--- src/rtl/game_pkg.sv ---
// Shared game types: state encoding used by the sequencer, renderer and physics.
package game_pkg;

  typedef enum logic [2:0] {
    ST_IDLE  = 3'd0,
    ST_SERVE = 3'd1,
    ST_AIM   = 3'd2,
    ST_PLAY  = 3'd3,
    ST_OVER  = 3'd4
  } game_state_e;

  localparam logic [2:0] ANGLE_MAX = 3'd5;
  localparam int         LIFE_W    = 3;

endpackage

--- src/rtl/btn_repeat.sv ---
// Rising-edge detect plus frame-paced auto-repeat for one held direction button.
module btn_repeat #(
  parameter int unsigned REPEAT_FRAMES = 8
) (
  input  logic clk,
  input  logic rst,
  input  logic frame_tick_i,
  input  logic en_i,
  input  logic clr_i,
  input  logic btn_i,
  output logic step_o
);

  logic       prev_q;
  logic [7:0] cnt_q, cnt_d;
  logic       rise;
  logic       rpt;

  assign rise = btn_i & ~prev_q;

  // Counter only runs while the button is held, the owner is listening and
  // the opposite button is not also held; any of those clears it immediately.
  always_comb begin
    cnt_d = cnt_q;
    rpt   = 1'b0;
    if (!en_i || clr_i || !btn_i) begin
      cnt_d = '0;
    end else if (frame_tick_i) begin
      if (cnt_q == 8'(REPEAT_FRAMES - 1)) begin
        cnt_d = '0;
        rpt   = 1'b1;
      end else begin
        cnt_d = cnt_q + 8'd1;
      end
    end
  end

  assign step_o = en_i & ~clr_i & (rise | rpt);

  always_ff @(posedge clk) begin
    if (!rst) begin
      prev_q <= 1'b1;
      cnt_q  <= '0;
    end else begin
      prev_q <= btn_i;
      cnt_q  <= cnt_d;
    end
  end

endmodule

--- src/rtl/game_ctrl.sv ---
// Brick game sequencer: owns game state, aim angle and lives; emits one-cycle
// command pulses to physics and brick memory. All outputs are registered.
module game_ctrl
  import game_pkg::*;
#(
  parameter int unsigned LIVES         = 5,
  parameter int unsigned SERVE_FRAMES  = 60,
  parameter int unsigned REPEAT_FRAMES = 8,
  parameter int unsigned ANGLE_INIT    = 2
) (
  input  logic              clk,
  input  logic              rst,
  input  logic              frame_tick,
  input  logic              btn_start,
  input  logic              btn_fire,
  input  logic              btn_left,
  input  logic              btn_right,
  input  logic              ball_lost,
  input  logic              bricks_clear,
  output logic [2:0]        state,
  output logic [2:0]        angle,
  output logic [LIFE_W-1:0] life,
  output logic              launch,
  output logic              serve_reset,
  output logic              field_reset
);

  game_state_e       state_q, state_d;
  logic [2:0]        angle_q, angle_d;
  logic [LIFE_W-1:0] life_q, life_d;
  logic [7:0]        frame_q, frame_d;
  logic              launch_q, launch_d;
  logic              srst_q, srst_d;
  logic              frst_q, frst_d;
  logic              start_prev_q, fire_prev_q;
  logic              start_rise, fire_rise;
  logic              in_aim, both_dir, step_l, step_r;

  assign start_rise = btn_start & ~start_prev_q;
  assign fire_rise  = btn_fire & ~fire_prev_q;
  assign in_aim     = (state_q == ST_AIM);
  assign both_dir   = btn_left & btn_right;

  btn_repeat #(.REPEAT_FRAMES(REPEAT_FRAMES)) u_left (
    .clk          (clk),
    .rst          (rst),
    .frame_tick_i (frame_tick),
    .en_i         (in_aim),
    .clr_i        (both_dir),
    .btn_i        (btn_left),
    .step_o       (step_l)
  );

  btn_repeat #(.REPEAT_FRAMES(REPEAT_FRAMES)) u_right (
    .clk          (clk),
    .rst          (rst),
    .frame_tick_i (frame_tick),
    .en_i         (in_aim),
    .clr_i        (both_dir),
    .btn_i        (btn_right),
    .step_o       (step_r)
  );

  always_comb begin
    state_d  = state_q;
    angle_d  = angle_q;
    life_d   = life_q;
    frame_d  = frame_q;
    launch_d = 1'b0;
    srst_d   = 1'b0;
    frst_d   = 1'b0;
    unique case (state_q)
      ST_IDLE: begin
        if (start_rise) begin
          frst_d  = 1'b1;
          srst_d  = 1'b1;
          life_d  = LIFE_W'(LIVES);
          frame_d = '0;
          state_d = ST_SERVE;
        end
      end
      ST_SERVE: begin
        if (frame_tick) begin
          if (frame_q == 8'(SERVE_FRAMES - 1)) begin
            frame_d = '0;
            angle_d = 3'(ANGLE_INIT);
            state_d = ST_AIM;
          end else begin
            frame_d = frame_q + 8'd1;
          end
        end
      end
      ST_AIM: begin
        // Fire takes priority so the ball leaves at the angle the player saw.
        if (fire_rise) begin
          launch_d = 1'b1;
          state_d  = ST_PLAY;
        end else if (step_l && angle_q != 3'd0) begin
          angle_d = angle_q - 3'd1;
        end else if (step_r && angle_q != ANGLE_MAX) begin
          angle_d = angle_q + 3'd1;
        end
      end
      ST_PLAY: begin
        if (bricks_clear) begin
          frst_d  = 1'b1;
          srst_d  = 1'b1;
          frame_d = '0;
          state_d = ST_SERVE;
        end else if (ball_lost) begin
          if (life_q > LIFE_W'(1)) begin
            life_d  = life_q - LIFE_W'(1);
            srst_d  = 1'b1;
            frame_d = '0;
            state_d = ST_SERVE;
          end else begin
            life_d  = '0;
            state_d = ST_OVER;
          end
        end
      end
      ST_OVER: begin
        if (start_rise) state_d = ST_IDLE;
      end
      default: state_d = ST_IDLE;
    endcase
  end

  always_ff @(posedge clk) begin
    if (!rst) begin
      state_q      <= ST_IDLE;
      angle_q      <= 3'(ANGLE_INIT);
      life_q       <= '0;
      frame_q      <= '0;
      launch_q     <= 1'b0;
      srst_q       <= 1'b0;
      frst_q       <= 1'b0;
      start_prev_q <= 1'b1;
      fire_prev_q  <= 1'b1;
    end else begin
      state_q      <= state_d;
      angle_q      <= angle_d;
      life_q       <= life_d;
      frame_q      <= frame_d;
      launch_q     <= launch_d;
      srst_q       <= srst_d;
      frst_q       <= frst_d;
      start_prev_q <= btn_start;
      fire_prev_q  <= btn_fire;
    end
  end

  assign state       = state_q;
  assign angle       = angle_q;
  assign life        = life_q;
  assign launch      = launch_q;
  assign serve_reset = srst_q;
  assign field_reset = frst_q;

endmodule

--- config.mk ---
export PLATFORM = sky130hd
export DESIGN_NAME = game_ctrl
export DESIGN_NICKNAME = d
export VERILOG_FILES = /design/src/rtl/game_pkg.sv /design/src/rtl/btn_repeat.sv /design/src/rtl/game_ctrl.sv
export SDC_FILE = /design/constraint.sdc
export NUM_CORES = 1
export LEC_CHECK = 0
export CAP_MARGIN = 20
export CORE_ASPECT_RATIO = 1.5
export CORE_UTILIZATION = 60
export DETAILED_ROUTE_END_ITERATION = 10
export PLACE_DENSITY = 0.93
export SYNTH_ARGS = -nofsm -noshare
export SYNTH_HDL_FRONTEND = slang
export SYNTH_SLANG_ARGS = --single-unit
--- constraint.sdc ---
create_clock -name clk -period 3.6 [get_ports clk]
set_input_delay 0.54 -clock clk [delete_from_list [all_inputs] [get_ports clk]]
set_output_delay 0.54 -clock clk [all_outputs]
set_load 0.02 [all_outputs]
==> summary.md <==
| Metric | Value |
|---|---|
| Detail Route Antenna Nets | 0 |
| Leading cell type in the layout, fill and taps excluded | dfxtp_1 |
| EDFF count, synth | 0 |
| Netlist cell types | 56 |
| DP Worst Slack | 0.7169 ns |
| Fmax | 0.3815 GHz |
| Full die area | 3682 sq um |
| Placed insts | 287 |
| Hold crit path type | register to register |
| Gr usage total | 26.10% |
| Port-buffer cells | 20 |
| Clk buf depth | 2 |
| Layout Skew | 0.007022 ns |
| CTS-repair resized insts | 0 |
| Initial Utilization | 64.04% |
| Avg WL per Cell | 14.29 um |
| H-tree levels | 2 |
| Most frequent cells in the layout | dfxtp_1, nor2_1, clkdlybuf4s50_1 |
| Hold Path Stages | 2 |
| Slew HR | 42.43% |
| Final Worst Setup Slack | 0.9788 ns |
| Critical path startpoint category | primary input |
| Avg Cell Area, Syn | 8.855 sq um |
| CTS tree | built |
| Hold Vio Cnt, Final | 0 |
| Worst skew pair latency | 0.29 ns |
| Status | finished, final reports clean |
| Fill cells | 248 |
| Ys async rst share | 0% |
| Vias in the first global route | 1667 |
| Worst path required time | 3.81 ns |
| Cell count after synthesis | 233 |
| CTS sink count | 40 |
| Clock buffer count from CTS | 5 |
| Crit path max fanout | 16 |
| Largest net degree at the start of global routing | 17 |
| DR vias | 1741 |
| 1st-pass router iterations | 6 |
| Crit path capture type | register |
| First-pass GRT wire length | 7320 um |
| Slew Viols, Final | 0 |
| WL final | 4200 um |
| Die Span Y | 73.82 um |
| Gpl congestion | 0.9774 |
| Yosys warning count | 0 |
| FF-to-FF path depth | 9 |
| Post-DR vias/cell | 5.922 |
| Crit path DAT | 2.84 ns |
| Sequential share of the synthesized area | 38.81% |
| Leak pwr | 0.8637 nW |
| #FFs+latches synth | 40 |
| Hold_buf cts | 0 |
| RSZ-0062 raised after global routing | false |
| Synth Cell Area | 2063 sq um |
| Area of the core | 3222 sq um |
| Gate power share | 24.6% |
| Switch Pwr | 0.3261 mW |
| TNS Setup | 0 ns |
| Inserted Diodes | 0 |
| DRC Markers | 0 |
| Ports | 21 |
| Sw Share | 31.54% |
| Final Non-Filler Cells | 294 |
| # rows | 25 |
| Final number of setup-violating endpoints | 0 |
| Critical path type | primary input to register |
| Actual slew at the worst max-slew pin | 0.8525 ns |
| Gr ovfl total | 0 |
| Pwr dens | 439.1 nW/um^2 |
| Clock network power share | 26.5% |
| Initial antenna violation count | 0 |
| DR iter-0 viols | 34 |
| # Max-Cap Violations | 0 |
| Final nets | 269 |
| Period utilisation layout | 72.81% |
| Layout cells sized above 1 | 9.055% |
| Min Tclk post-route | 2.621 ns |
| Reg power frac | 48.8% |
| P_int | 0.7080 mW |
| WHS | 0.4827 ns |
| Die width | 49.88 um |
| Hpwl dp | 3047 um |
| Post-CTS Setup Bufs | 0 |
| Maximum VDD drop | 0.3344 mV |
| Top FF cell, synth | dfxtp_1 |
| Synth Net Count | 248 |
| Area Growth Syn to Fin | 14.13% |
| Clock Tree Root | clkbuf_8 |
| Clock slew at reported path FFs | 0.07 ns |
## metrics by stage
stage               power (mW)  util [%]  cell area (sq um)
finish                   1.034     73.09               2355
global route             1.093     73.09               2355
CTS                      1.040     73.09               2355
detailed placement      0.7643     70.68               2277
global placement        0.7605     70.68               2277
floorplan               0.7020         -               2063
## power by group through the flow
stage | sequential, mW | clock (mW) | combinational (mW)
6_report | 0.505 | 0.275 | 0.255
5_1_grt | 0.508 | 0.300 | 0.286
4_1_cts | 0.503 | 0.283 | 0.254
3_5_place_dp | 0.513 | 0 | 0.251
3_3_place_gp | 0.513 | 0 | 0.248
2_1_floorplan | 0.508 | 0 | 0.194
## kinds of logic after synthesis
family	count (synthesis)	share of synthesized area, %
simple gates	105	27.78
buf+inv	16	3.578
flops	40	38.81
fa+ha+maj	6	4.002
compound gates	43	15.83
mux	4	1.941
xor+xnor	19	8.066
## registers in the layout, summed over array words and instances (netlist names)
| name | flops |
|---|---|
| frame_q | 8 |
| u_left.cnt_q | 8 |
| u_right.cnt_q | 8 |
| angle | 3 |
| life | 3 |
| state | 3 |
| field_reset | 1 |
| fire_prev_q | 1 |
| launch | 1 |
| serve_reset | 1 |
| start_prev_q | 1 |
| u_left.prev_q | 1 |
| u_right.prev_q | 1 |
## worst max-delay path, cell delays in order
cell             delay [ns]
clkdlybuf4s50_1        0.86
a41o_1                 0.36
nand2_2                0.08
inv_1                  0.10
fa_1                   0.20
inv_1                  0.07
or3_1                  0.34
a2bb2oi_1              0.13
a31oi_1                0.15
## worst paths after layout
kind	startpoint	to	slack, ns
worst max register to register	state[1]$_SDFFE_PN0P_	angle[2]$_SDFFE_PN0P_	1.14
worst max-delay path	frame_tick	angle[2]$_SDFFE_PN0P_	0.98
worst min register to register	frame_q[1]$_SDFFE_PN0P_	frame_q[1]$_SDFFE_PN0P_	0.48
worst min-delay path	frame_q[1]$_SDFFE_PN0P_	frame_q[1]$_SDFFE_PN0P_	0.48
## per-layer routing
metal,routed length (um),part of all wire (%),vias to the layer above,GRT usage [%]
li1,-,-,877,-
met1,1747,42,834,28.08
met2,2278,54,24,48.80
met3,112,2.7,6,4.555
met4,61,1.5,0,11.75
met5,0,0,-,0
## cells in the mapped netlist (all sizes together), types with 2 or more instances
library cell	count	share of area, %
nor2	36	6.5
dfxtp	40	39
and2	2	0.67
nand3	5	1.2
buf	3	1.2
o41ai	3	1.6
ha	5	3.0
nor3	7	2.2
nand2	14	2.7
nand2b	9	2.7
inv	10	1.8
nor4	4	1.9
nand4	8	2.4
and4	2	0.85
o211ai	4	1.7
mux2i	4	1.9
o21ba	2	0.97
xor2	14	5.9
nor3b	3	1.3
clkbuf	3	0.61
a21oi	8	1.9
or3	4	1.3
nor2b	3	0.91
a31oi	5	1.5
xnor2	5	2.1
and3	4	1.2
o21ai	9	2.7
## cell type report
type | instances | area, sq um | share of cell area, %
Inverter | 10 | 37.54 | 1.594
Clock inverter | 1 | 5.005 | 0.2125
Multi-Input combinational cell | 177 | 1189 | 50.48
Timing Repair Buffer | 20 | 200.2 | 8.502
Sequential cell | 40 | 800.8 | 34.01
Clock buffer | 6 | 72.57 | 3.082
Tap cell | 40 | 50.05 | 2.125
Note: power is estimated with default switching activity, not from simulation.
==> RTL edit: new RTL, config.mk and constraints unchanged <==
The output `launch` loses its register stage (`launch_q` becomes a continuous assignment).
--- a/src/rtl/game_ctrl.sv
+++ b/src/rtl/game_ctrl.sv
@@ -132,7 +132,6 @@
       angle_q      <= 3'(ANGLE_INIT);
       life_q       <= '0;
       frame_q      <= '0;
-      launch_q     <= 1'b0;
       srst_q       <= 1'b0;
       frst_q       <= 1'b0;
       start_prev_q <= 1'b1;
@@ -142,13 +141,14 @@
       angle_q      <= angle_d;
       life_q       <= life_d;
       frame_q      <= frame_d;
-      launch_q     <= launch_d;
       srst_q       <= srst_d;
       frst_q       <= frst_d;
       start_prev_q <= btn_start;
       fire_prev_q  <= btn_fire;
     end
   end
+
+  assign launch_q = launch_d;
 
   assign state       = state_q;
   assign angle       = angle_q;
Function: no difference found for any inputs over 10 cycles, from zero or initial values and one cycle with rst low; that may be too few to reach the edited logic, so the function may still have changed.
==> RTL edit against the original RTL <==
Synthesized area decreased by 4.9%; sequential cell count is 1 lower; worst setup slack got worse by 0.10 ns; die area fell by 4.7%; sequential share of layout area increased by 0.39 points; cell area shrank 3.6%; critical path depth decreased by 2; routed wire length fell by 0.98%; critical path type is now reg -> reg.
Power is not compared: it rests on default switching activity, and its combinational part moved more than twofold at a synthesized area within 25%.
==> RTL edit: results (changes against the original RTL) <==
Worst slew margin=53.1% (+11 points); metal3 WL=140 µm (+25%); Total GRT Usage=25.8% (-0.35 points); total routed wirelength=4.16 mm (-0.98%); CP max-delay cell=dfxtp_1; metal1 wirelength=1.67 mm (-4.4%); R2R depth=7 (-2); Place WS=0.819 ns (+0.102 ns); top post-synthesis cells by count=39 x dfxtp_1, 31 x nor2_1, 18 x nand2_1; arrival time at the worst endpoint=2.94 ns (+0.10 ns); XOR/XNOR Fraction of Synth Area=8.04% (-0.030 points); worst min path class=reg -> reg; 1st-iter DRT viols=45 (+32%); library cells used by synthesis=48 (-14%); WS Path Type=reg -> reg; post-synthesis adder-cell area fraction=4.21% (+0.21 points); first-pass GRT wire length=6.96 mm (-5.0%); First-pass DRT Iterations=4 (-2); Worst Clk Skew=0.00651 ns (-0.000514 ns); dpl hpwl=2.95 mm (-3.1%); mux contribution to synthesized area=0.510% (-1.4 points); Layout Nets=267 (-0.74%); minimum clock period=2.72 ns (+0.0997 ns); synth top area cells=dfxtp_1 40%, nor2_1 5.9%, xor2_1 5.8%; largest net degree at the start of global routing=18 (+1); hold wc startpoint=frame_q[7]; top fanout value on the critical path=17 (+1); layout cells sized above 1=5.98% (-3.1 points); length of routed met2 wiring=2.26 mm (-0.75%); clk root buf=clkbuf_8; routability cong.=0.875 (-10%); Seq/Total Area, Yosys=39.8% (+0.98 points); n_diodes=0 (unchanged); Via density=6.03 (+1.8%); placed inst area=0.00220 mm² (-3.5%); fraction of registers with async set/reset=0% (unchanged); Syn Nets=245 (-1.2%); Critical Path Max Stage Delay=0.64 ns (-0.22 ns); post-synthesis compound-gate area fraction=16.3% (+0.43 points); outcome=complete, no violations; setup bufs post-CTS=0 (unchanged); FILL cells=257 (+3.6%); Worst Hold End=frame_q[7]; cell family with most CP delay=simple AND/OR/NAND/NOR gates; vias in the first global route=1630 (-2.2%)
[RTL edit: cell types whose count changed after synthesis, sizes merged, moves of 4 or more]
cell   unedited run  this run
o21ai             9        13
nor3              7         2
a21oi             8        12
nor2             36        31
nand2            14        18
[RTL edit: worst reg2reg max path, delay by kind of cell, from the launching register on]
family	cells	cell delay (ns)
compound gates	2	0.36
fa+ha+maj	1	0.40
simple gates	4	1.25
flops	1	0.64
[RTL edit: cell type report]
| cell class | instances | area (µm²) | share of cell area [%] |
|---|---|---|---|
| Tap cell | 40 | 50.0 | 2.21 |
| Clock buffer | 6 | 72.6 | 3.20 |
| Timing Repair Buffer | 21 | 208 | 9.15 |
| Sequential cell | 39 | 781 | 34.4 |
| Inverter | 8 | 30.0 | 1.32 |
| Multi-Input combinational cell | 177 | 1130 | 49.7 |
[RTL edit: stage by stage]
stage	hold slack, ns	cells
after floorplan	0.452	230
after global placement	0.464	285
after CTS	0.491	291
after detailed placement	0.472	285
after global routing	0.515	291
final	0.489	291
[RTL edit: cell families after synthesis]
family / count (synthesis)
muxes: 1
DFF: 39
xor gates and xnor gates: 18
buffers and inverters: 14
AOI/OAI and AO/OA: 47
and+or+nand+nor: 105
adders and majority gates: 6
[RTL edit: power groups by stage]
| stage | logic (µW) | clock network [µW] | registers [µW] |
|---|---|---|---|
| final | 60.1 | 269 | 443 |
| after global routing | 64.7 | 289 | 443 |
| after CTS | 59.7 | 273 | 442 |
| after detailed placement | 59.2 | 0 | 452 |
| after global placement | 58.0 | 0 | 452 |
| after floorplan | 34.0 | 0 | 453 |
[RTL edit: layer usage]
metal	track usage (%)	vias to the layer above
li1	-	862
met1	25.8	841
met2	49.5	43
met3	5.45	8
met4	12.4	0
met5	0	-
